$ cat src/rtl/nterm_sm_pkg.sv
// nterm_sm_pkg
// Shared definitions for the N-terminal configurable switch matrix:
//   - mode_t      : per-class turn-back mode (reverse, straight, zero, one)
//   - CLS_*       : class index, selects cfg_active[2k+1:2k]
//   - CFG_BITS    : width of the serial configuration word (2 bits x 5 classes)
//   - cfg_state_t : serial configuration loader states
package nterm_sm_pkg;

    typedef enum logic [1:0] {
        MODE_REV  = 2'b00,
        MODE_STR  = 2'b01,
        MODE_ZERO = 2'b10,
        MODE_ONE  = 2'b11
    } mode_t;

    localparam int CLS_S1  = 0;
    localparam int CLS_S2  = 1;
    localparam int CLS_S2B = 2;
    localparam int CLS_S4  = 3;
    localparam int CLS_SS4 = 4;

    localparam int CFG_BITS = 10;

    typedef enum logic [1:0] {
        IDLE   = 2'd0,
        SHIFT  = 2'd1,
        COMMIT = 2'd2
    } cfg_state_t;

endpackage

$ cat src/rtl/nterm_lane_map.sv
// nterm_lane_map
// Maps one north-terminating wire class onto its south-going begins.
// Ports:
//   lane_in  [W-1:0] : north ends of the class
//   mode     [1:0]   : turn-back mode for this class
//   lane_out [W-1:0] : south begins of the class
module nterm_lane_map
    import nterm_sm_pkg::*;
#(
    parameter int W = 4
) (
    input  logic [W-1:0] lane_in,
    input  mode_t        mode,
    output logic [W-1:0] lane_out
);

    // Reverse is the legacy fixed-matrix wiring; the rest are run-time options.
    always_comb begin
        lane_out = '0;
        unique case (mode)
            MODE_REV: begin
                for (int i = 0; i < W; i++) begin
                    lane_out[i] = lane_in[W-1-i];
                end
            end
            MODE_STR:  lane_out = lane_in;
            MODE_ZERO: lane_out = '0;
            MODE_ONE:  lane_out = '1;
        endcase
    end

endmodule

$ cat src/rtl/n_term_cfg_switch_matrix.sv
// n_term_cfg_switch_matrix
// Top-row N-terminal switch matrix: turns the north-flowing wire classes back
// south, each class in a run-time mode taken from a serially loaded config
// word that is committed atomically.
// Ports:
//   CLK, resetn           : fabric clock, asynchronous active-low reset
//   n1end/n2mid/n2end/
//   n4end/nn4end          : north wire ends (W1, W2, W2, W4, WNN4 lanes)
//   s1beg/s2beg/s2begb/
//   s4beg/ss4beg          : south wire begins
//   cfg_valid, cfg_data   : serial config bit, LSB first
//   cfg_ready             : a config bit is accepted this cycle
//   cfg_done              : one-cycle pulse in the commit cycle
//   cfg_active            : readback of the active config word
// Build option:
//   NTERM_SM_REG_OUT_EN   : register all five output buses (1 cycle latency,
//                           reset to zero); otherwise outputs are combinational.
module n_term_cfg_switch_matrix
    import nterm_sm_pkg::*;
#(
    parameter int W1   = 4,
    parameter int W2   = 8,
    parameter int W4   = 16,
    parameter int WNN4 = 16
) (
    input  logic                CLK,
    input  logic                resetn,
    input  logic [W1-1:0]       n1end,
    input  logic [W2-1:0]       n2mid,
    input  logic [W2-1:0]       n2end,
    input  logic [W4-1:0]       n4end,
    input  logic [WNN4-1:0]     nn4end,
    output logic [W1-1:0]       s1beg,
    output logic [W2-1:0]       s2beg,
    output logic [W2-1:0]       s2begb,
    output logic [W4-1:0]       s4beg,
    output logic [WNN4-1:0]     ss4beg,
    input  logic                cfg_valid,
    input  logic                cfg_data,
    output logic                cfg_ready,
    output logic                cfg_done,
    output logic [CFG_BITS-1:0] cfg_active
);

    localparam int CNT_W = $clog2(CFG_BITS + 1);

    cfg_state_t          state_q,  state_d;
    logic [CNT_W-1:0]    count_q,  count_d;
    logic [CFG_BITS-1:0] shadow_q, shadow_d;
    logic [CFG_BITS-1:0] active_q, active_d;
    logic                done_q,   done_d;
    logic                ready_q,  ready_d;
    logic                handshake;

    assign handshake = cfg_valid & ready_q;

    // Loader next-state. Bits shift in from the top so that after CFG_BITS
    // handshakes the first bit sent sits in bit 0. ready and done are
    // registered, so they are computed for the state being entered.
    always_comb begin
        state_d  = state_q;
        count_d  = count_q;
        shadow_d = shadow_q;
        active_d = active_q;
        done_d   = 1'b0;
        ready_d  = 1'b1;
        unique case (state_q)
            IDLE: begin
                if (handshake) begin
                    shadow_d = {cfg_data, shadow_q[CFG_BITS-1:1]};
                    count_d  = CNT_W'(1);
                    state_d  = SHIFT;
                end
            end
            SHIFT: begin
                if (handshake) begin
                    shadow_d = {cfg_data, shadow_q[CFG_BITS-1:1]};
                    count_d  = count_q + CNT_W'(1);
                    if (count_q == CNT_W'(CFG_BITS - 1)) begin
                        state_d = COMMIT;
                        done_d  = 1'b1;
                        ready_d = 1'b0;
                    end
                end
            end
            COMMIT: begin
                active_d = shadow_q;
                count_d  = '0;
                state_d  = IDLE;
            end
            default: state_d = IDLE;
        endcase
    end

    // Loader state and registered handshake outputs; reset drops any partial load.
    always_ff @(posedge CLK or negedge resetn) begin
        if (!resetn) begin
            state_q  <= IDLE;
            count_q  <= '0;
            shadow_q <= '0;
            active_q <= '0;
            done_q   <= 1'b0;
            ready_q  <= 1'b1;
        end else begin
            state_q  <= state_d;
            count_q  <= count_d;
            shadow_q <= shadow_d;
            active_q <= active_d;
            done_q   <= done_d;
            ready_q  <= ready_d;
        end
    end

    assign cfg_ready  = ready_q;
    assign cfg_done   = done_q;
    assign cfg_active = active_q;

    logic [W1-1:0]   s1_map;
    logic [W2-1:0]   s2_map;
    logic [W2-1:0]   s2b_map;
    logic [W4-1:0]   s4_map;
    logic [WNN4-1:0] ss4_map;

    nterm_lane_map #(.W(W1)) u_map_s1 (
        .lane_in  (n1end),
        .mode     (mode_t'(active_q[2*CLS_S1 +: 2])),
        .lane_out (s1_map)
    );

    nterm_lane_map #(.W(W2)) u_map_s2 (
        .lane_in  (n2mid),
        .mode     (mode_t'(active_q[2*CLS_S2 +: 2])),
        .lane_out (s2_map)
    );

    nterm_lane_map #(.W(W2)) u_map_s2b (
        .lane_in  (n2end),
        .mode     (mode_t'(active_q[2*CLS_S2B +: 2])),
        .lane_out (s2b_map)
    );

    nterm_lane_map #(.W(W4)) u_map_s4 (
        .lane_in  (n4end),
        .mode     (mode_t'(active_q[2*CLS_S4 +: 2])),
        .lane_out (s4_map)
    );

    nterm_lane_map #(.W(WNN4)) u_map_ss4 (
        .lane_in  (nn4end),
        .mode     (mode_t'(active_q[2*CLS_SS4 +: 2])),
        .lane_out (ss4_map)
    );

`ifdef NTERM_SM_REG_OUT_EN
    logic [W1-1:0]   s1_q;
    logic [W2-1:0]   s2_q;
    logic [W2-1:0]   s2b_q;
    logic [W4-1:0]   s4_q;
    logic [WNN4-1:0] ss4_q;

    // Output pipeline stage; all buses read zero while in reset.
    always_ff @(posedge CLK or negedge resetn) begin
        if (!resetn) begin
            s1_q  <= '0;
            s2_q  <= '0;
            s2b_q <= '0;
            s4_q  <= '0;
            ss4_q <= '0;
        end else begin
            s1_q  <= s1_map;
            s2_q  <= s2_map;
            s2b_q <= s2b_map;
            s4_q  <= s4_map;
            ss4_q <= ss4_map;
        end
    end

    assign s1beg  = s1_q;
    assign s2beg  = s2_q;
    assign s2begb = s2b_q;
    assign s4beg  = s4_q;
    assign ss4beg = ss4_q;
`else
    assign s1beg  = s1_map;
    assign s2beg  = s2_map;
    assign s2begb = s2b_map;
    assign s4beg  = s4_map;
    assign ss4beg = ss4_map;
`endif

endmodule

$ cat config.mk
export PLATFORM = sky130hd
export DESIGN_NAME = n_term_cfg_switch_matrix
export DESIGN_NICKNAME = d
export VERILOG_FILES = /design/src/rtl/nterm_sm_pkg.sv /design/src/rtl/nterm_lane_map.sv /design/src/rtl/n_term_cfg_switch_matrix.sv
export SDC_FILE = /design/constraint.sdc
export NUM_CORES = 1
export LEC_CHECK = 0
export CAP_MARGIN = 10
export CORE_UTILIZATION = 40
export CTS_CLUSTER_SIZE = 12
export DETAILED_ROUTE_END_ITERATION = 7
export MAX_ROUTING_LAYER = met4
export PLACE_DENSITY = 0.86
export SETUP_SLACK_MARGIN = 0.4
export SLEW_MARGIN = 40
export SYNTH_ARGS = -nofsm -noshare
export SYNTH_HDL_FRONTEND = slang
export SYNTH_SLANG_ARGS = --single-unit
export TNS_END_PERCENT = 50
$ cat constraint.sdc
create_clock -name CLK -period 2.5 [get_ports CLK]
set_input_delay 0.5 -clock CLK [delete_from_list [all_inputs] [get_ports CLK]]
set_output_delay 0.5 -clock CLK [all_outputs]
set_load 0.1 [all_outputs]
==> key figures <==
Status
  • Run status: finished, final reports clean

Clock tree
  • TritonCTS Sinks: 28
  • Master cell of the clock root buffer: clkbuf_8
  • Clock tree from TritonCTS: done
  • Hold-fix buffers, CTS: 0
  • Max Buffers Root-to-Sink: 2
  • Clock Latency Late Sink: 0.28 ns
  • Register clock-pin slew on the reported worst setup and hold paths: 0.10 ns
  • Num CTS Buffers: 3
  • H-tree Lvls: 1

Logic synthesis
  • Register area share after synthesis: 36.3%
  • Share of the synthesized area in the top cell type: 34.9%
  • Post-synth design cell area: 1930 um2
  • Cells after synthesis: approximately 260
  • Count of yosys warnings during synthesis: 0
  • Synth unique cells: 28
  • Count of flip-flops with a built-in enable after synthesis: 0
  • Synthesized area per cell: 7.47 um2
  • Synth async-reset ratio: between 90% and 100%
  • Cells taking the most area after synthesis: dfrtp_1, nand2_1, o21ai_0
  • Net count after synthesis: 320
  • Library cell occupying the most area in the post-synthesis netlist: dfrtp_1
  • Seq cells post-synth: 28
  • Leading register cell type out of synthesis: dfrtp_1

Worst setup path
  • Data arrival time of the critical path: 1.57 ns
  • Delay of the slowest cell on the worst path: 0.43 ns
  • Worst setup path class: in2out
  • R2R depth: 4
  • WP buf/inv: 2
  • Worst flop-to-flop path endpoint: shadow_q[1]
  • FF-to-FF Start: state_q[1]
  • Critical path's slowest cell: clkdlybuf4s50_1
  • Cell-by-cell trace of the critical path: clkdlybuf4s50_1 > o21ai_0 > nand2_4 > buf_12
  • Setup slack of the most critical reg-to-reg path: 0.74 ns
  • Critical path peak fanout: 2
  • Crit. End Element: output pin
  • Category of cells accounting for the largest share of critical-path delay: buffers and inverters
  • Crit start category: primary input
  • Worst Path Required: 2.00 ns

Drt
  • Drt initial violations: 147
  • Final routed wire length divided by cell count: 17.9 um
  • Remaining antenna violation count: 0
  • Overall via count from detail_route: roughly 2400
  • Detailed-routing iteration count for the pre-antenna-repair pass: 4
  • DRC violations left: 0
  • Total length of routed wires: 7740 um
  • Drt via density: between 5 and 6

Global route
  • First-pass GRT wire length: 11900 um
  • Remaining global-route overflow: 0
  • Number of global-route vias before repair: 2394
  • Largest net degree at the start of global routing: 29
  • Antenna violations before repair: 0
  • Global routing usage summed across all routing layers: 31.0%

STA
  • Setup TNS after final layout: 0 ns
  • Total setup violations reported at the end of the flow: 0
  • Minimum clock period after layout: approximately 2.1 ns
  • Number of hold-slack violations in the final timing report: 0
  • Max Freq: just under 0.5 GHz
  • Setup repair after global routing missed its margin: yes
  • Max-slew headroom: a little under two thirds
  • Tightest Pin Transition: 0.543 ns
  • Worst Clk Skew: 0.00119 ns
  • Total count of max-transition violations in the final report: 0
  • Portion of the clock cycle consumed by the worst path in the final layout: between 80 and 90%

Worst hold path
  • Hold_sp: shadow_q[0]
  • Worst min-delay path category: reg2reg
  • Hold-critical path endpoint: cfg_active[0]
  • Hold path depth: 1

Floorplan
  • Core Footprint: 4500 um2
  • Effective utilization at floorplan: 42.9%
  • Width of the chip: 71.5 um
  • Die outline height: 71.5 um
  • Top-level I/O count: between 100 and 150
  • Full die area: 5120 um2
  • Total number of placement rows: 24

Finish
  • Number of filler instances in the final layout: 189
  • Area used by sequential logic in the layout: 712 um2
  • Signed area change from the synthesized netlist to the final layout: 111%
  • Count of inserted antenna diode cells: 0
  • Multi-input gate area: 1430 um2
  • Post-layout net count: ~440
  • Share of layout cells above drive strength 1: between 40 and 50%

Run
  • Max-Cap Viols: 0

Place
  • Placer congestion estimate: between 0.7 and 0.8
  • Sum of net half-perimeters after detailed placement: 5190 um
  • Quantity of I/O buffers inserted on ports: between 100 and 150
[synth_stat cells, types with 2 or more instances]
master,number
nand2_1,106
o21ai_0,54
clkbuf_1,8
mux2_2,20
inv_1,7
a21oi_1,2
nor2_1,6
nor2b_1,2
buf_2,4
ha_1,5
dfrtp_1,27
mux2_4,2
[what timing repair did]
action / 4_1_cts / 5_1_grt
cloned: 0 / 0
buffers inserted: 6 / 1
setup endpoints to repair: 43 / 20
gates resized for setup: 4 / 1
[per-stage QoR]
| step | cells | instance area (um2) | util, % | setup WS [ns] | hold WS, ns |
|---|---|---|---|---|---|
| finish | 432 | 4080 | 90.5 | 0.427 | 0.539 |
| global route | 432 | 4080 | 90.5 | 0.377 | 0.561 |
| CTS | 431 | 4070 | 90.3 | 0.367 | 0.542 |
| detailed placement | 421 | 3920 | 87.1 | 0.467 | 0.517 |
| global placement | 421 | 3920 | 87.1 | 0.532 | 0.487 |
| floorplan | 259 | 2200 | - | 0.344 | 0.204 |
[worst register-to-register path, cell delays in order (launching register included)]
cell	delay, ns
dfrtp_1	0.40
inv_1	0.09
ha_1	0.32
o21ai_4	0.43
mux2_2	0.41
[layer usage]
metal	vias to the layer above	wire (um)	track usage, %
met1	1147	2900	33.7
met3	19	477	3.94
met4	0	187	12.6
met2	108	4180	57.1
li1	1111	-	-
met5	-	0	-
[flip-flops by register name, summed over array words and instances (netlist names)]
signal      count
shadow_q       10
cfg_active     10
cfg_ready       1
state_q         2
cfg_done        1
count_q         4
[cells in the final DEF (no fill, tap or decap), drive strengths merged, types with 2 or more instances in the layout]
cell / instances
clkdlybuf4s50: 55
buf: 74
dfrtp: 27
nand2: 106
a21oi: 2
ha: 5
o21ai: 55
nor2: 6
inv: 7
mux2: 22
clkbuf: 3
nor2b: 2
[logic make-up (layout without fill, tap and decap cells)]
| kind of cell | count (synthesis) | in the layout | share of synthesized area [%] |
|---|---|---|---|
| DFF | 28 | 28 | 36.3 |
| adders and majority gates | 5 | 5 | 3.23 |
| buffers and inverters | 19 | 140 | 3.95 |
| muxes | 23 | 23 | 13.7 |
| AOI/OAI and AO/OA | 62 | 62 | 17.5 |
| and+or+nand+nor | 122 | 122 | 25.3 |
[worst max path at each step]
stage	startpoint	to	slack, ns	cells past startpoint
floorplan	cfg_active[1]	s1beg[1]	0.34	2
global route	cfg_active[7]	s4beg[15]	0.38	4
CTS	cfg_active[5]	s2begb[0]	0.37	4
global placement	nn4end[9]	ss4beg[9]	0.53	4
finish	n4end[15]	s4beg[15]	0.43	4
detailed placement	n4end[14]	s4beg[14]	0.47	4
[cell type report]
class,count,share of cell area (%)
sequential,28,17.5
clock buffer,3,1.01
multi-input combinational,212,35.1
inverter,7,0.645
tap,52,1.60
clock inverter,1,0.737
timing repair buffer,129,43.4
Power is left out: the tool's default activity adds up to more than one toggle a clock period on the data nets, which glitch-free logic cannot reach.
==> variant, RTL diff (config.mk and constraints unchanged) <==
Add an input register stage for `cfg_valid` and `cfg_data`; this delays them by one clock. The other inputs are not delayed to match.
--- a/src/rtl/n_term_cfg_switch_matrix.sv
+++ b/src/rtl/n_term_cfg_switch_matrix.sv
@@ -45,4 +45,12 @@
     localparam int CNT_W = $clog2(CFG_BITS + 1);
 
+    logic cfg_valid_q;
+    logic cfg_data_q;
+
+    always_ff @(posedge CLK) begin
+        cfg_valid_q <= cfg_valid;
+        cfg_data_q  <= cfg_data;
+    end
+
     cfg_state_t          state_q,  state_d;
     logic [CNT_W-1:0]    count_q,  count_d;
@@ -53,5 +61,5 @@
     logic                handshake;
 
-    assign handshake = cfg_valid & ready_q;
+    assign handshake = cfg_valid_q & ready_q;
 
     // Loader next-state. Bits shift in from the top so that after CFG_BITS
@@ -68,5 +76,5 @@
             IDLE: begin
                 if (handshake) begin
-                    shadow_d = {cfg_data, shadow_q[CFG_BITS-1:1]};
+                    shadow_d = {cfg_data_q, shadow_q[CFG_BITS-1:1]};
                     count_d  = CNT_W'(1);
                     state_d  = SHIFT;
@@ -75,5 +83,5 @@
             SHIFT: begin
                 if (handshake) begin
-                    shadow_d = {cfg_data, shadow_q[CFG_BITS-1:1]};
+                    shadow_d = {cfg_data_q, shadow_q[CFG_BITS-1:1]};
                     count_d  = count_q + CNT_W'(1);
                     if (count_q == CNT_W'(CFG_BITS - 1)) begin
Function: no difference found for any inputs over 10 cycles, from zero or initial values and one cycle with resetn low; that may be too few to reach the edited logic, so the function may still have changed.
==> variant against the original RTL <==
  * Final cell count up 5.1%
  * Synthesized cell count up 0.77%
  * Worst hold slack worse by 0.069 ns
  * Critical path type is now flip-flop to primary output
  * Utilization down 2.9 points
  * Area after synthesis up 2.1%
  * Via count up 0.25%
  * Wire length down 1.8%
  * Sequential cell count up 2
  * Final area up 1.5%
  * Highest routed layer unchanged
  * Clock skew up 0.0078 ns
  * Sequential share of layout area up 0.70 points
  * First-iteration DRC count down 36%
  * Worst setup slack worse by 0.012 ns
==> variant: results (changes against the original RTL) <==
Parameter                              Value

Outcome
  Run status ... finished clean

Synth
  Share of synthesized cell area in full adder, half adder and majority cells ... 0.0317 (-0.000656)
  Share of synthesized area spent on multiplexers ... 0.134 (-0.00278)
  Compound-cell area share of the yosys netlist ... 0.172 (-0.00355)
  Portion of the post-synthesis area used by sequential elements ... 0.376 (+0.0129)
  Async set-reset flop share out of synthesis ... 0.933 (-0.0667)
  Post-synthesis net count ... 322 (+0.63%)
  Largest cells by area after synthesis ... dfrtp_1 34%, nand2_1 20%, o21ai_0 14%, mux2_2 11%, ha_1 3.2%
  Synth unique cells ... 29 (+3.6%)
  Mean Syn Cell Area ... 7.56 um^2 (+1.3%)

Timing
  Final worst-path cycle share ... 0.834 (+0.00468)
  Worst max-slew margin expressed relative to the limit ... 0.613 (-0.0251)
  Skew final ... 0.00898 ns (+0.00778 ns)

Placement
  HPWL reported at the end of detailed placement ... 5330 um (+2.7%)
  Post-placement worst setup slack ... 0.462 ns (-0.00424 ns)
  Placed standard-cell area ... 3980 um^2 (+1.5%)
  GP Congestion ... 0.797 (+4.0%)
  Count of placed standard cells including taps ... 438 (+4.0%)

Global routing
  Total global routing track utilization ... 0.270 (-0.0397)
  Via count of the first global-routing pass ... 2,287 (-4.5%)
  Largest net degree at the start of global routing ... 29 (unchanged)
  Global-route wire length before repair ... 10,600 um (-11%)

Worst setup path
  Register-to-register setup slack ... 0.85 ns (+0.11 ns)
  Maximum fanout along the worst path ... 19 (+17)
  Critical path launch point type ... flip-flop
  Maximum single-stage delay on the critical path ... 0.52 ns (+0.09 ns)
  Slowest cell on crit path ... dfrtp_2
  CP top delay family ... flip-flops

Drt
  Number of iterations in the first detailed-routing pass ... 5 (+1)
  Vias/cell ... 5.27 (-4.6%)
  DRT iter0 DRCs ... 94 (-36%)
  Post-detailed-route wirelength per cell ... 16.7 um (-6.5%)

CTS
  Number of levels in the clock H-tree ... 2 (+1)
  Clk slew on worst S/H paths ... 0.07 ns (-0.03 ns)
  Total CTS buffers ... 5 (+2)

Finish
  Post-route non-filler standard cell count ... 454 (+5.1%)
  Share of post-route cells with drive strength above 1 ... 0.439 (about the same)
  Number of antenna repair diodes ... 0 (unchanged)
  Filler cells ... 219 (+16%)

Min path
  Kind of path behind the tightest hold check ... flip-flop to flip-flop
==> variant: cell types whose count changed after synthesis, sizes merged <==
cell / change
dfxtp: +2
==> variant: cell type report <==
type / instances / share of cell area
Clock buffer: 6 / 0.0175
Clock inverter: 2 / 0.00242
Inverter: 7 / 0.00635
Multi-Input combinational cell: 212 / 0.345
Sequential cell: 30 / 0.182
Tap cell: 67 / 0.0203
Timing Repair Buffer: 130 / 0.426
==> variant: worst paths after layout <==
| kind | start | to | cells past startpoint |
|---|---|---|---|
| worst min-delay path | cfg_data_q | shadow_q[9] | 1 |
| worst max register to register | state_q[0] | shadow_q[6] | 3 |
| worst max-delay path | cfg_active[7] | s4beg[4] | 5 |
| min in group asynchronous | resetn | count_q[1] | 2 |
| max in group asynchronous | resetn | cfg_ready | 2 |
| worst min register to register | cfg_data_q | shadow_q[9] | 1 |
==> variant: cells by family (layout without fill, tap and decap cells) <==
kind of cell / Yosys count / in the layout
AOI/OAI and AO/OA: 62 / 62
DFF: 30 / 30
muxes: 23 / 23
and+or+nand+nor: 122 / 122
adders and majority gates: 5 / 5
buffers and inverters: 19 / 145
==> variant: repair_timing <==
action	in CTS	in global routing
hold endpoints to repair	0	0
resized for setup	3	1
buffers inserted	0	8
hold buffers	0	0
gates cloned	0	0
setup endpoints to repair	24	34
==> variant: per-stage QoR <==
step           utilization  hold slack, ns
6_report             0.876           0.470
3_3_place_gp         0.843           0.445
4_1_cts              0.863           0.469
2_1_floorplan            -           0.204
3_5_place_dp         0.843           0.455
5_1_grt              0.876           0.489
==> variant: report_power, final <==
group / internal, mW / switching, mW
clock network: 0.192 / 0.181
registers: 0.621 / 0.158
logic: 1.04 / 1.83
==> variant: routing by layer <==
layer,wire [um],global-route usage
met3,377,0.0569
met2,4140,0.484
met4,206,0.0980
met5,0,-
met1,2880,0.295
